`src/rtl/gauntlet_loader_pkg.sv`:
```
// gauntlet_loader_pkg: shared types and region map for the Gauntlet ROM loader.
package gauntlet_loader_pkg;

   // Loader sequencing states
   typedef enum logic [2:0] {
      ST_IDLE,
      ST_LOAD,
      ST_FLUSH,
      ST_RUN,
      ST_FAIL
   } state_t;

   // Region order matches the o_wr bit positions {cp,ap16r,ap16s,mp10,mp9,mp7,gp}
   typedef enum logic [2:0] {
      RG_GP,
      RG_MP7,
      RG_MP9,
      RG_MP10,
      RG_AP16S,
      RG_AP16R,
      RG_CP,
      RG_NONE
   } region_t;

   // Encoded as log2 of the unit size so it doubles as the byte-to-unit shift
   typedef enum logic [1:0] {
      U_BYTE  = 2'd0,
      U_WORD  = 2'd1,
      U_DWORD = 2'd2
   } unit_t;

   localparam logic [24:0] GP_BASE    = 25'h00000;
   localparam logic [24:0] MP7_BASE   = 25'h40000;
   localparam logic [24:0] MP9_BASE   = 25'h50000;
   localparam logic [24:0] MP10_BASE  = 25'h60000;
   localparam logic [24:0] AP16S_BASE = 25'h68000;
   localparam logic [24:0] AP16R_BASE = 25'h70000;
   localparam logic [24:0] CP_BASE    = 25'h74000;
   localparam logic [24:0] CP_LIMIT   = 25'h76000;

endpackage

```
`src/rtl/gauntlet_ld_region_dec.sv`:
```
// gauntlet_ld_region_dec: byte address -> region strobe, unit width, lane-last flag, local address.
module gauntlet_ld_region_dec
   import gauntlet_loader_pkg::*;
(
   input  logic [24:0] addr,
   output logic [6:0]  onehot,
   output unit_t       unit,
   output logic        lane_last,
   output logic [15:0] local_addr
);

   region_t     region;
   logic [24:0] base;
   logic [24:0] offset;

   // Range decode, then derive unit width, strobe bit and region-local unit address
   always_comb begin
      region = RG_NONE;
      base   = '0;
      if (addr < MP7_BASE) begin
         region = RG_GP;    base = GP_BASE;
      end else if (addr < MP9_BASE) begin
         region = RG_MP7;   base = MP7_BASE;
      end else if (addr < MP10_BASE) begin
         region = RG_MP9;   base = MP9_BASE;
      end else if (addr < AP16S_BASE) begin
         region = RG_MP10;  base = MP10_BASE;
      end else if (addr < AP16R_BASE) begin
         region = RG_AP16S; base = AP16S_BASE;
      end else if (addr < CP_BASE) begin
         region = RG_AP16R; base = AP16R_BASE;
      end else if (addr < CP_LIMIT) begin
         region = RG_CP;    base = CP_BASE;
      end

      case (region)
         RG_GP:                   unit = U_DWORD;
         RG_MP7, RG_MP9, RG_MP10: unit = U_WORD;
         default:                 unit = U_BYTE;
      endcase

      onehot = (region == RG_NONE) ? '0 : (7'd1 << region);

      case (unit)
         U_DWORD: lane_last = (addr[1:0] == 2'b11);
         U_WORD:  lane_last = addr[0];
         default: lane_last = 1'b1;
      endcase

      offset     = addr - base;
      local_addr = 16'(offset >> unit);
   end

endmodule

```
`src/rtl/gauntlet_rom_loader.sv`:
```
// gauntlet_rom_loader: hps_io ioctl front end -- region decode, byte packing, per-region write
// strobes, core reset hold and DIP capture.
// Optional feature: define GAUNTLET_LOADER_CSUM_EN to build the 16-bit image checksum on o_csum.
module gauntlet_rom_loader
   import gauntlet_loader_pkg::*;
#(
   parameter logic [7:0]  ROM_INDEX   = 8'd0,
   parameter logic [7:0]  DIP_INDEX   = 8'd254,
   parameter logic [24:0] ROM_BYTES   = 25'h76000,
   parameter int unsigned HOLD_CYCLES = 16
) (
   input  logic        clk_sys,
   input  logic        reset_n,
   input  logic        ioctl_download,
   input  logic        ioctl_wr,
   input  logic [7:0]  ioctl_index,
   input  logic [24:0] ioctl_addr,
   input  logic [7:0]  ioctl_dout,
   output logic [6:0]  o_wr,
   output logic [15:0] o_addr,
   output logic [31:0] o_data,
   output logic        o_core_reset,
   output logic [63:0] o_sw,
   output logic        o_err,
   output logic [15:0] o_csum
);

   state_t      state, state_nxt;
   logic [24:0] exp_addr;
   logic        bad_word;
   logic [23:0] shreg;
   logic [15:0] hold_cnt;

   logic [6:0]  dec_onehot;
   unit_t       dec_unit;
   logic        dec_lane_last;
   logic [15:0] dec_local;

   logic        load_start;
   logic        accept;
   logic        seq_ok;
   logic [31:0] packed_data;

   gauntlet_ld_region_dec u_dec (
      .addr       (ioctl_addr),
      .onehot     (dec_onehot),
      .unit       (dec_unit),
      .lane_last  (dec_lane_last),
      .local_addr (dec_local)
   );

   // Stream qualifiers and the packed word as it would be written on this byte
   always_comb begin
      load_start = ioctl_download && (ioctl_index == ROM_INDEX) && (state != ST_LOAD);
      accept     = ioctl_wr && (ioctl_index == ROM_INDEX) && (state == ST_LOAD)
                   && (ioctl_addr < ROM_BYTES);
      seq_ok     = (ioctl_addr == exp_addr);
      case (dec_unit)
         U_DWORD: packed_data = {shreg, ioctl_dout};
         U_WORD:  packed_data = {16'h0000, shreg[7:0], ioctl_dout};
         default: packed_data = {24'h000000, ioctl_dout};
      endcase
   end

   // State register
   always_ff @(posedge clk_sys or negedge reset_n) begin
      if (!reset_n) state <= ST_IDLE;
      else          state <= state_nxt;
   end

   // Next state and core reset; a ROM download start restarts the load from any other state
   always_comb begin
      state_nxt    = state;
      o_core_reset = (state != ST_RUN);
      if (load_start) begin
         state_nxt = ST_LOAD;
      end else begin
         case (state)
            ST_LOAD:
               if (!ioctl_download)
                  state_nxt = (exp_addr == ROM_BYTES) ? ST_FLUSH : ST_FAIL;
            ST_FLUSH:
               if (hold_cnt == 16'(HOLD_CYCLES - 1)) state_nxt = ST_RUN;
            default: ;
         endcase
      end
   end

   // Sequencing, packing, registered strobes, error flag, hold counter and DIP capture
   always_ff @(posedge clk_sys or negedge reset_n) begin
      if (!reset_n) begin
         o_wr     <= '0;
         o_addr   <= '0;
         o_data   <= '0;
         o_err    <= 1'b0;
         o_sw     <= '0;
         exp_addr <= '0;
         bad_word <= 1'b0;
         shreg    <= '0;
         hold_cnt <= '0;
      end else begin
         o_wr <= '0;
         if (load_start) begin
            o_err    <= 1'b0;
            exp_addr <= '0;
            bad_word <= 1'b0;
         end else if (accept) begin
            shreg    <= {shreg[15:0], ioctl_dout};
            exp_addr <= ioctl_addr + 25'd1;
            if (!seq_ok) o_err <= 1'b1;
            // A word that saw any out-of-sequence byte is dropped at its last lane
            if (dec_lane_last) begin
               bad_word <= 1'b0;
               if (seq_ok && !bad_word) begin
                  o_wr   <= dec_onehot;
                  o_addr <= dec_local;
                  o_data <= packed_data;
               end
            end else begin
               bad_word <= bad_word | !seq_ok;
            end
         end

         if ((state == ST_LOAD) && (state_nxt == ST_FAIL)) o_err <= 1'b1;

         // The cycle that detects the end of download counts as the first hold cycle
         if ((state != ST_FLUSH) && (state_nxt == ST_FLUSH)) hold_cnt <= 16'd1;
         else if (state == ST_FLUSH)                         hold_cnt <= hold_cnt + 16'd1;

         if (ioctl_wr && (ioctl_index == DIP_INDEX) && (ioctl_addr[24:3] == '0))
            o_sw[{ioctl_addr[2:0], 3'b000} +: 8] <= ioctl_dout;
      end
   end

`ifdef GAUNTLET_LOADER_CSUM_EN
   // Wrapping sum of accepted image bytes; only advances in LOAD so it freezes afterwards
   always_ff @(posedge clk_sys or negedge reset_n) begin
      if (!reset_n)        o_csum <= '0;
      else if (load_start) o_csum <= '0;
      else if (accept)     o_csum <= o_csum + {8'h00, ioctl_dout};
   end
`else
   assign o_csum = '0;
`endif

endmodule

```
`config.mk`:
```
export PLATFORM = sky130hd
export DESIGN_NAME = gauntlet_rom_loader
export DESIGN_NICKNAME = d
export VERILOG_FILES = /design/src/rtl/gauntlet_loader_pkg.sv /design/src/rtl/gauntlet_ld_region_dec.sv /design/src/rtl/gauntlet_rom_loader.sv
export SDC_FILE = /design/constraint.sdc
export NUM_CORES = 1
export LEC_CHECK = 0
export ABC_AREA = 1
export ABC_CLOCK_PERIOD_IN_PS = 6030
export BUFFER_PORTS_ARGS = -buffer_cell sky130_fd_sc_hd__buf_2
export CORE_MARGIN = 4
export CORE_UTILIZATION = 41
export DETAILED_ROUTE_END_ITERATION = 12
export PLACE_DENSITY_LB_ADDON = 0.1
export SLEW_MARGIN = 25
export SYNTH_ARGS = -nofsm -noshare
export SYNTH_HDL_FRONTEND = slang
export SYNTH_SLANG_ARGS = --single-unit
```
`constraint.sdc`:
```
create_clock -name clk_sys -period 6.03 [get_ports clk_sys]
set_clock_uncertainty 0.15 [all_clocks]
set_input_delay 0.3015 -clock clk_sys [delete_from_list [all_inputs] [get_ports clk_sys]]
set_output_delay 0.3015 -clock clk_sys [all_outputs]
set_load 0.03 [all_outputs]
```
==> results.cfg, run 1 <==
[global_routing]
grt_pass1_vias = 8623
grt_pass1_wl_um = 45600
antenna_found_initial = 0
overflow = 0
grt_max_degree = 67
grtUsageTotal = 0.215

[clocking]
clockBufferDepth = 2
root_buffer = clkbuf_16
ctsResizeCount = 0
clk_latency_ns = 0.44
numCtsBuffers = 17
cts_max_level = 4
cts_setup_buffers = 0
cts.sinks = 189
cts.clk_slew.worst_paths_ns = 0.08
cts_hold_buf = 7
cts_tree = built

[detailed_routing]
top_layer = met4
ant_nets = 0
wl_um = 28400
vias_per_cell = 4.88
drc = 0
wl_met1_um = 12900
met2_length_um = 12900
drt_iter0_markers = 613
drt_pass1_iterations = 5
routedWlPerCell_um = 15.7
vias = 8815
dr_wl_met3_um = 1940

[pwr]
peakVddDrop_mv = 0.141
power_density_mw_per_mm2 = 231
pwr-share-clk = 0.427
leakagePower_nw = 6.67
p_sw_mw = 0.736
comb_power_share = 0.087
intPower_mw = 1.94
p_sw_frac = 0.275
power.total_mw = 2.68
seqPwrFrac = 0.487

[sta]
relSlewSlack = 0.461
clock.fmax_mhz = 223
finalCritPeriodShare = 0.743
period_needed_ns = 4.48
fin_setup_tns_ns = 0
finalHoldViolCount = 0
worstMarginPinSlew_ns = 0.808
rsz0062_at_grt = false
finalSetupViolations = 0
final_max_slew_viol_count = 0

[placement]
gp_congestion = 0.894
io_buffers = 165
dp_hpwl_um = 20900

[synthesis]
yosys-top-cells-area = dfrtp_1, nand2_1, inv_1, nand3_1, nor2_1
syn-cell-area_mm2 = 0.00997
avgSynthCellArea_um2 = 7.49
synth_most_common_cell = nand2_1
synth_edf_count = 0
synth_top_area_share = 0.474
yosysTopAreaCell = dfrtp_1
synthArstFlopShare = 1.00
netlist_top_cells_count = nand2_1, inv_1, dfrtp_1
syn-instance-count = 1331
synth_cell_type_count = 39
yosysSeqAreaShare = 0.474
yosys_warnings = 0
synth_top_flop_cell = dfrtp_1
synth_seq_cells = 189

[outcome]
status = finished, final reports clean

[critical_path]
required_ns = 6.26
worstPathArrival_ns = 4.71
end_kind = flip-flop
cp-start-kind = input pin
r2r_slack_ns = 3.34
critPathKind = in -> reg
worstPathMaxFanout = 23

[final_layout]
drive_above_1_share = 0.157
fill_cells = 2446
fin_util = 0.490
syn2layout_area_growth_pct = 16.4
insertedDiodeCount = 0
nNetsFinal = 1534

[floorplanning]
start_util = 0.421
core_area_mm2 = 0.0237
io_pins = 182
dieArea_mm2 = 0.0269
die_h_um = 164
dieWidth_um = 164
rows = 56

[hold_path]
min_path_type = in -> reg

[flow_run]
drv_cap = 0
[critical path, stage by stage]
cell and delay, ns:
buf_2 0.11, nor2_2 0.21, inv_2 0.09, nor2_8 0.19, nand2_1 0.17, inv_1 0.11
nor2_1 0.07, nand2_1 0.09, nand2_1 0.38, nand2_1 0.70, ha_1 0.76, nand2_1 0.15
nand2_1 0.10, nor2_1 0.07, inv_1 0.05, nand2_1 0.06, inv_1 0.06, nand2_1 0.08
nor2_4 0.36, buf_4 0.35, nand3_1 0.11, nand2_1 0.10
[power by group through the flow]
stage / sequential (mW) / clock, mW / combinational, mW
3_5_place_dp: 1.33 / 0 / 0.230
2_1_floorplan: 1.33 / 0 / 0.140
6_report: 1.30 / 1.14 / 0.232
5_1_grt: 1.31 / 1.23 / 0.260
4_1_cts: 1.30 / 1.17 / 0.235
3_3_place_gp: 1.33 / 0 / 0.230
[cells in the final DEF (no fill, tap or decap), types with 2 or more instances in the layout]
master / instances
nor2_1: 181
nand2_2: 4
buf_2: 164
inv_2: 9
o21ai_0: 51
o22ai_1: 16
buf_4: 6
nor4_4: 2
ha_1: 14
nand4_1: 31
dfrtp_1: 189
xor2_1: 12
conb_1: 16
or2_2: 3
o21ai_1: 10
inv_6: 5
clkbuf_16: 17
clkinv_2: 2
nor4_1: 15
inv_1: 192
nor3_1: 9
o21a_1: 9
nand2_1: 340
xnor2_1: 9
nand3_1: 139
clkinv_8: 3
nor2_4: 2
a21oi_1: 6
dlygate4sd3_1: 7
clkinv_4: 2
nor2_2: 6
inv_8: 2
[sequential cells by signal, indices dropped and copies added, names as in the netlist]
name	cells
o_sw	64
o_err	1
o_wr	7
hold_cnt	16
exp_addr	25
state	3
o_data	32
bad_word	1
o_addr	16
shreg	24
[stage by stage]
stage	area [µm²]	hold WS, ns	setup slack [ns]	instances
2_1_floorplan	10000	-0.144	3.08	1346
3_3_place_gp	10900	0.199	1.24	1767
3_5_place_dp	10900	0.198	1.10	1767
4_1_cts	11600	0.00131	1.56	1806
5_1_grt	11600	0.0275	1.08	1806
6_report	11600	0.0112	1.55	1806
[layer usage]
metal,track usage,vias up
li1,-,4434
met1,0.300,4067
met2,0.334,274
met3,0.0542,40
met4,0.0625,0
met5,0,-
[worst paths after layout]
path / cells past startpoint / from / to
worst max-delay path: 22 / ioctl_addr[20] / o_data[31]
worst min-delay path: 3 / ioctl_dout[2] / shreg[2]
worst max register to register: 10 / state[2] / o_data[5]
worst min register to register: 2 / shreg[22] / shreg[22]
max in group asynchronous: 3 / reset_n / shreg[16]
min in group asynchronous: 2 / reset_n / o_addr[9]
[area by class of cell]
class	count	area, µm²	area share
inverter	202	758	0.0653
clock inverter	15	173	0.0149
timing repair buffer	178	950	0.0818
tap	319	399	0.0344
clock buffer	17	425	0.0366
sequential	189	4730	0.407
multi-input combinational	886	4170	0.359
[logic make-up (layout without fill, tap and decap cells)]
kind of cell,count (synthesis),after routing,share of synthesized area
xor gates and xnor gates,21,21,0.0185
adders and majority gates,15,15,0.0196
DFF,189,189,0.474
buffers and inverters,271,412,0.113
and+or+nand+nor,737,737,0.320
other,1,16,0.000376
AOI/OAI and AO/OA,97,97,0.0547
(Power assumes the default switching activity.)
==> run 2: changes to the inputs <==
ABC_AREA = 0   (was 1)
ABC_CLOCK_PERIOD_IN_PS = 4200   (was 6030)
clock period = 4.2 ns   (was 6.03 ns; I/O delays follow)
==> run 2 against run 1 <==
  * Core utilization rose by 1.2 points
  * Synthesized area is 6.8% lower
  * Total power is 43% higher
  * Wire length shrank 17%
  * Sequential share of layout area up 1.9 points
  * Critical path depth decreased by 13
  * Final area down 4.4%
  * Flip-flop and latch count is the same
  * Worst setup slack worse by 0.60 ns
  * Global-route usage shrank 2.3 points
  * Critical path type unchanged
  * Largest power group unchanged
==> results.cfg, run 2 <==
[final_layout]
fin_util = 0.502
fin_cells = 1331
design_area_mm2 = 0.0111
top_regs = o_sw x64, o_data x32, exp_addr x25
insertedDiodeCount = 0
drive_above_1_share = 0.271
syn2layout_area_growth_pct = 19.4
nNetsFinal = 1098
top_register = o_sw
final_common_cell = dfrtp_1
final_cell_mix = dfrtp_1, buf_2, nand2_1
largest_reg_flops = 64

[critical_path]
rr_worst_depth = 6
rr_endpoint = o_data[0]
rr_startpoint = exp_addr[21]
crit_chain = dlygate4sd3_1 > buf_2 > and4_1 > ha_1 > a221oi_1 > or2_2 > or4_2 > buf_4 > mux2_1
crit_end = o_data[0]
worstPathMaxFanout = 31
path_delay_family = simple AND/OR/NAND/NOR gates
r2r_slack_ns = 1.12
worst-path-buf-inv = 3
end_kind = flip-flop
worst_path_largest_cell_delay_ns = 0.64
cp_slowest_cell = or4_2
critical_path.startpoint = ioctl_addr[18]
required_ns = 4.37
worstPathArrival_ns = 3.42
critPathKind = in -> reg
cp-start-kind = input pin
cp_num_cells = 9

[sta]
final_max_slew_viol_count = 0
finalHoldViolCount = 0
rsz0062_at_grt = false
period_needed_ns = 3.25
finalSetupViolations = 0
clock.fmax_mhz = 308
relSlewSlack = 0.416
worstMarginPinSlew_ns = 0.868
finalCritPeriodShare = 0.774
fin_setup_tns_ns = 0

[pwr]
leakagePower_nw = 5.95
pwr-share-clk = 0.457
p_sw_frac = 0.261
comb_power_share = 0.063
intPower_mw = 2.83
seqPwrFrac = 0.480
peakVddDrop_mv = 0.196
p_sw_mw = 0.996
power_density_mw_per_mm2 = 344

[clocking]
cts_max_level = 4
cts_setup_buffers = 0
root_buffer = clkbuf_16
cts.clk_slew.worst_paths_ns = 0.07
numCtsBuffers = 17
clockBufferDepth = 2
clk_latency_ns = 0.43
cts.sinks = 189
cts_tree = built

[placement]
dp.cells = 1288
place_area_mm2 = 0.0103
dp_hpwl_um = 16800
gp_congestion = 0.838
io_buffers = 165

[hold_path]
min_path_type = in -> reg

[floorplanning]
dieWidth_um = 159
rows = 54
io_pins = 182
start_util = 0.421
dieArea_mm2 = 0.0251
core_area_mm2 = 0.0221
die_h_um = 159

[synthesis]
syn-cell-area_mm2 = 0.00930
netlist_top_cells_count = dfrtp_1, nand2_1, mux2_2
yosys_warnings = 0
yosys-top-cells-area = dfrtp_1, mux2_2, nand2_1, mux2i_1, xnor2_1
synth_cell_type_count = 58
synth_seq_cells = 189
avgSynthCellArea_um2 = 10.6
syn-instance-count = 875
synth_top_area_share = 0.509
yosysSeqAreaShare = 0.509
synthArstFlopShare = 1.00
synth_top_flop_cell = dfrtp_1
synth_edf_count = 0
synth_most_common_cell = dfrtp_1
yosysTopAreaCell = dfrtp_1

[detailed_routing]
drt_iter0_markers = 332
drc = 0
vias_per_cell = 5.14
vias = 6838
ant_nets = 0
routedWlPerCell_um = 17.6
drt_pass1_iterations = 5
wl_um = 23400

[global_routing]
grtUsageTotal = 0.192
grt_pass1_vias = 6959
overflow = 0
grt_max_degree = 87
grt_pass1_wl_um = 37900
antenna_found_initial = 0

[outcome]
status = finished, final reports clean

[flow_run]
drv_cap = 0
[run 2: cell types whose count changed after synthesis, sizes merged, moves of 27 or more]
cell / delta
nand3: -109
inv: -162
nor2: -158
nand2: -196
o21ai: -28
mux2: +87
mux2i: +54
xnor2: +27
[run 2: worst min-delay path, cell delays in order]
cell	delay [ns]
buf_2	0.16
xor2_1	0.08
o21ai_0	0.13
[run 2: layout make-up]
class,count,area [µm²]
fillers,2095,11000
flip-flops and latches,189,4730
multi-input cells,603,4190
repair buffers,187,1040
clock buffers,17,425
well taps,280,350
clock inverters,15,215
inverters,40,150
[run 2: routing by layer]
metal / wire [µm] / up-vias / part of all wire / GRT usage
met1: 10500 / 3349 / 0.45 / 0.258
met5: 0 / - / 0 / 0
met2: 10900 / 183 / 0.47 / 0.305
met4: 181 / 0 / 0.0077 / 0.0345
li1: - / 3292 / - / -
met3: 1840 / 14 / 0.078 / 0.0688
[run 2: worst min-delay path by stage]
stage | start | to | slack, ns | depth (start not counted)
2_1_floorplan | reset_n | bad_word | -0.24 | 0
3_3_place_gp | reset_n | o_wr[6] | 0.11 | 1
3_5_place_dp | reset_n | o_wr[5] | 0.12 | 1
4_1_cts | ioctl_addr[12] | exp_addr[12] | 0.02 | 3
5_1_grt | ioctl_addr[4] | exp_addr[4] | 0.05 | 3
6_report | ioctl_addr[12] | exp_addr[12] | 0.03 | 3
[run 2: metrics by stage]
| step | hold slack, ns | worst slack [ns] | power, mW |
|---|---|---|---|
| 2_1_floorplan | -0.236 | 0.265 | 2.01 |
| 3_3_place_gp | 0.113 | 0.731 | 2.11 |
| 3_5_place_dp | 0.119 | 0.701 | 2.11 |
| 4_1_cts | 0.0216 | 0.965 | 3.87 |
| 5_1_grt | 0.0542 | 0.847 | 3.96 |
| 6_report | 0.0309 | 0.949 | 3.82 |
[run 2: kinds of logic after synthesis]
group	count (synthesis)	share of synthesized area
other	1	0.000403
AOI/OAI and AO/OA	59	0.0378
xor gates and xnor gates	43	0.0405
adders and majority gates	15	0.0210
muxes	142	0.168
buffers and inverters	98	0.0478
and+or+nand+nor	328	0.175
DFF	189	0.509
[run 2: what timing repair did]
item	in CTS	in global routing
hold endpoints to repair	89	0
hold buffers	11	0
resized for setup	0	0
endpoints found under the setup margin	0	0
[run 2: power by group through the flow]
| stage | Combinational (mW) | Clock (mW) | Sequential [mW] |
|---|---|---|---|
| 6_report | 0.242 | 1.75 | 1.83 |
| 5_1_grt | 0.270 | 1.86 | 1.83 |
| 3_3_place_gp | 0.238 | 0 | 1.87 |
| 2_1_floorplan | 0.135 | 0 | 1.87 |
| 3_5_place_dp | 0.238 | 0 | 1.87 |
| 4_1_cts | 0.247 | 1.79 | 1.83 |
==> run 3: changes to the inputs <==
ABC_AREA = 1   (was 0)
ABC_CLOCK_PERIOD_IN_PS = 2750   (was 4200)
clock period = 2.75 ns   (was 4.2 ns; I/O delays follow)
==> run 3 against run 2 <==
  * Sequential share of layout area fell by 3.7 points
  * Global-route usage grew 2.8 points
  * Combinational power increased by 130%
  * Clock power rose by 50%
  * Final area rose by 9.6%
  * Flip-flop and latch count is the same
  * Worst hold slack got worse by 0.011 ns
  * Critical path type unchanged
  * Critical endpoint is now o_addr[11]
  * Largest cell class unchanged
==> results.cfg, run 3 (synthesis results as in run 1) <==
[clocking]
cts.sinks = 189
cts_max_level = 4
cts.clk_slew.worst_paths_ns = 0.09
cts_tree = built
clockBufferDepth = 2
clk_latency_ns = 0.44
numCtsBuffers = 17
root_buffer = clkbuf_16
ctsResizeCount = 0

[placement]
dp_hpwl_um = 21300
gp_congestion = 0.917
io_buffers = 165

[global_routing]
grt_max_degree = 69
grtUsageTotal = 0.220
antenna_found_initial = 0
grt_pass1_vias = 9001
grt_pass1_wl_um = 47300
overflow = 0

[critical_path]
cp-start-kind = input pin
end_kind = flip-flop
required_ns = 2.98
crit_chain = dlygate4sd3_1 > buf_2 > inv_1 > o22ai_1 > nor2_1 > nand2_1 > nor2_1 > nand2_1 > nor2_1 > nand2_1 > nor2_4 > buf_4 > nand3_1 > nand2_1
worstPathMaxFanout = 9
worst_path_largest_cell_delay_ns = 0.53
worstPathArrival_ns = 2.57
crit_top_cell = nand2_1
critPathKind = in -> reg
cp_slowest_cell = dlygate4sd3_1

[final_layout]
top_register = o_sw
drive_above_1_share = 0.184
final_common_cell = nand2_1
top_regs = o_sw x64, o_data x32, exp_addr x25
syn2layout_area_growth_pct = 22.0
largest_reg_flops = 64
final_cell_mix = nand2_1, inv_1, dfrtp_1
nNetsFinal = 1594
insertedDiodeCount = 0

[sta]
rsz0062_at_grt = false
period_needed_ns = 2.33
relSlewSlack = 0.636
fin_setup_tns_ns = 0
finalCritPeriodShare = 0.848
clock.fmax_mhz = 429
final_max_slew_viol_count = 0
worstMarginPinSlew_ns = 0.544
finalHoldViolCount = 0
finalSetupViolations = 0

[detailed_routing]
drt_iter0_markers = 611
top_layer = met4
routedWlPerCell_um = 15.5
wl_um = 28800
met2_length_um = 13300
drt_pass1_iterations = 5
wl_met1_um = 12900
ant_nets = 0
dr_wl_met3_um = 2020
drc = 0
vias_per_cell = 4.85
vias = 9045

[floorplanning]
die_h_um = 164
io_pins = 182
start_util = 0.421
rows = 56
dieWidth_um = 164
core_area_mm2 = 0.0237
dieArea_mm2 = 0.0269

[outcome]
status = finished, final reports clean

[flow_run]
drv_cap = 0

[pwr]
power_density_mw_per_mm2 = 497
peakVddDrop_mv = 0.365
leakagePower_nw = 6.98
power.total_mw = 6.04

[hold_path]
min_path_type = in -> reg
[run 3: changes by cell type in the layout (fill, tap and decap cells not counted), sizes merged, moves of 47 or more]
| cell | change |
|---|---|
| nor2 | +158 |
| inv | +163 |
| mux2 | -87 |
| mux2i | -54 |
| nand2 | +196 |
| buf | +47 |
| nand3 | +109 |
[run 3: routing by layer]
metal / global-route usage / vias up
li1: - / 4533
met1: 0.301 / 4204
met2: 0.353 / 270
met3: 0.0550 / 38
met4: 0.0553 / 0
met5: 0 / -
[run 3: critical path, delay by kind of cell]
| family | cells | cell delay [ns] |
|---|---|---|
| AO/OA/AOI/OAI | 1 | 0.12 |
| buffers and inverters | 4 | 1.10 |
| AND/OR/NAND/NOR | 9 | 1.19 |
[run 3: power by group]
part / internal (mW) / switching, mW / total [mW]
logic: 0.173 / 0.382 / 0.555
clock network: 1.33 / 1.30 / 2.63
registers: 2.82 / 0.0342 / 2.86
[run 3: through the flow]
step / hold slack (ns) / area [µm²] / std cells / utilization / setup WS, ns
final: 0.0195 / 12200 / 1866 / 0.513 / 0.418
after global placement: -0.0624 / 11400 / 1817 / 0.480 / -0.0858
after global routing: 0.0288 / 12200 / 1866 / 0.513 / 0.121
after detailed placement: -0.0612 / 11400 / 1817 / 0.480 / -0.175
after floorplan: -0.308 / 10000 / 1346 / - / 0.0559
after CTS: 0.00762 / 12100 / 1864 / 0.513 / 0.286
[run 3: repair_timing]
action / CTS / global route
setup endpoints to repair: 0 / 9
hold endpoints to repair: 225 / 0
setup buffers: 0 / 2
hold buffers: 15 / 0
[run 3: final cells by class]
class,count,area [µm²]
inverter,202,758
fill,2432,11500
clock inverter,15,190
clock buffer,17,425
sequential,189,4730
tap,319,399
timing repair buffer,238,1480
multi-input combinational,886,4170
[run 3: path summary, 6_finish.rpt]
| path | startpoint | end | slack, ns | cells past startpoint |
|---|---|---|---|---|
| hold reg to reg | shreg[18] | shreg[18] | 0.33 | 2 |
| max in group asynchronous | reset_n | state[2] | 1.68 | 3 |
| setup / recovery | ioctl_addr[9] | o_addr[11] | 0.42 | 14 |
| min in group asynchronous | reset_n | o_addr[7] | 0.04 | 2 |
| hold / removal | ioctl_addr[11] | o_addr[11] | 0.02 | 5 |
| setup reg to reg | state[0] | o_data[0] | 0.43 | 11 |
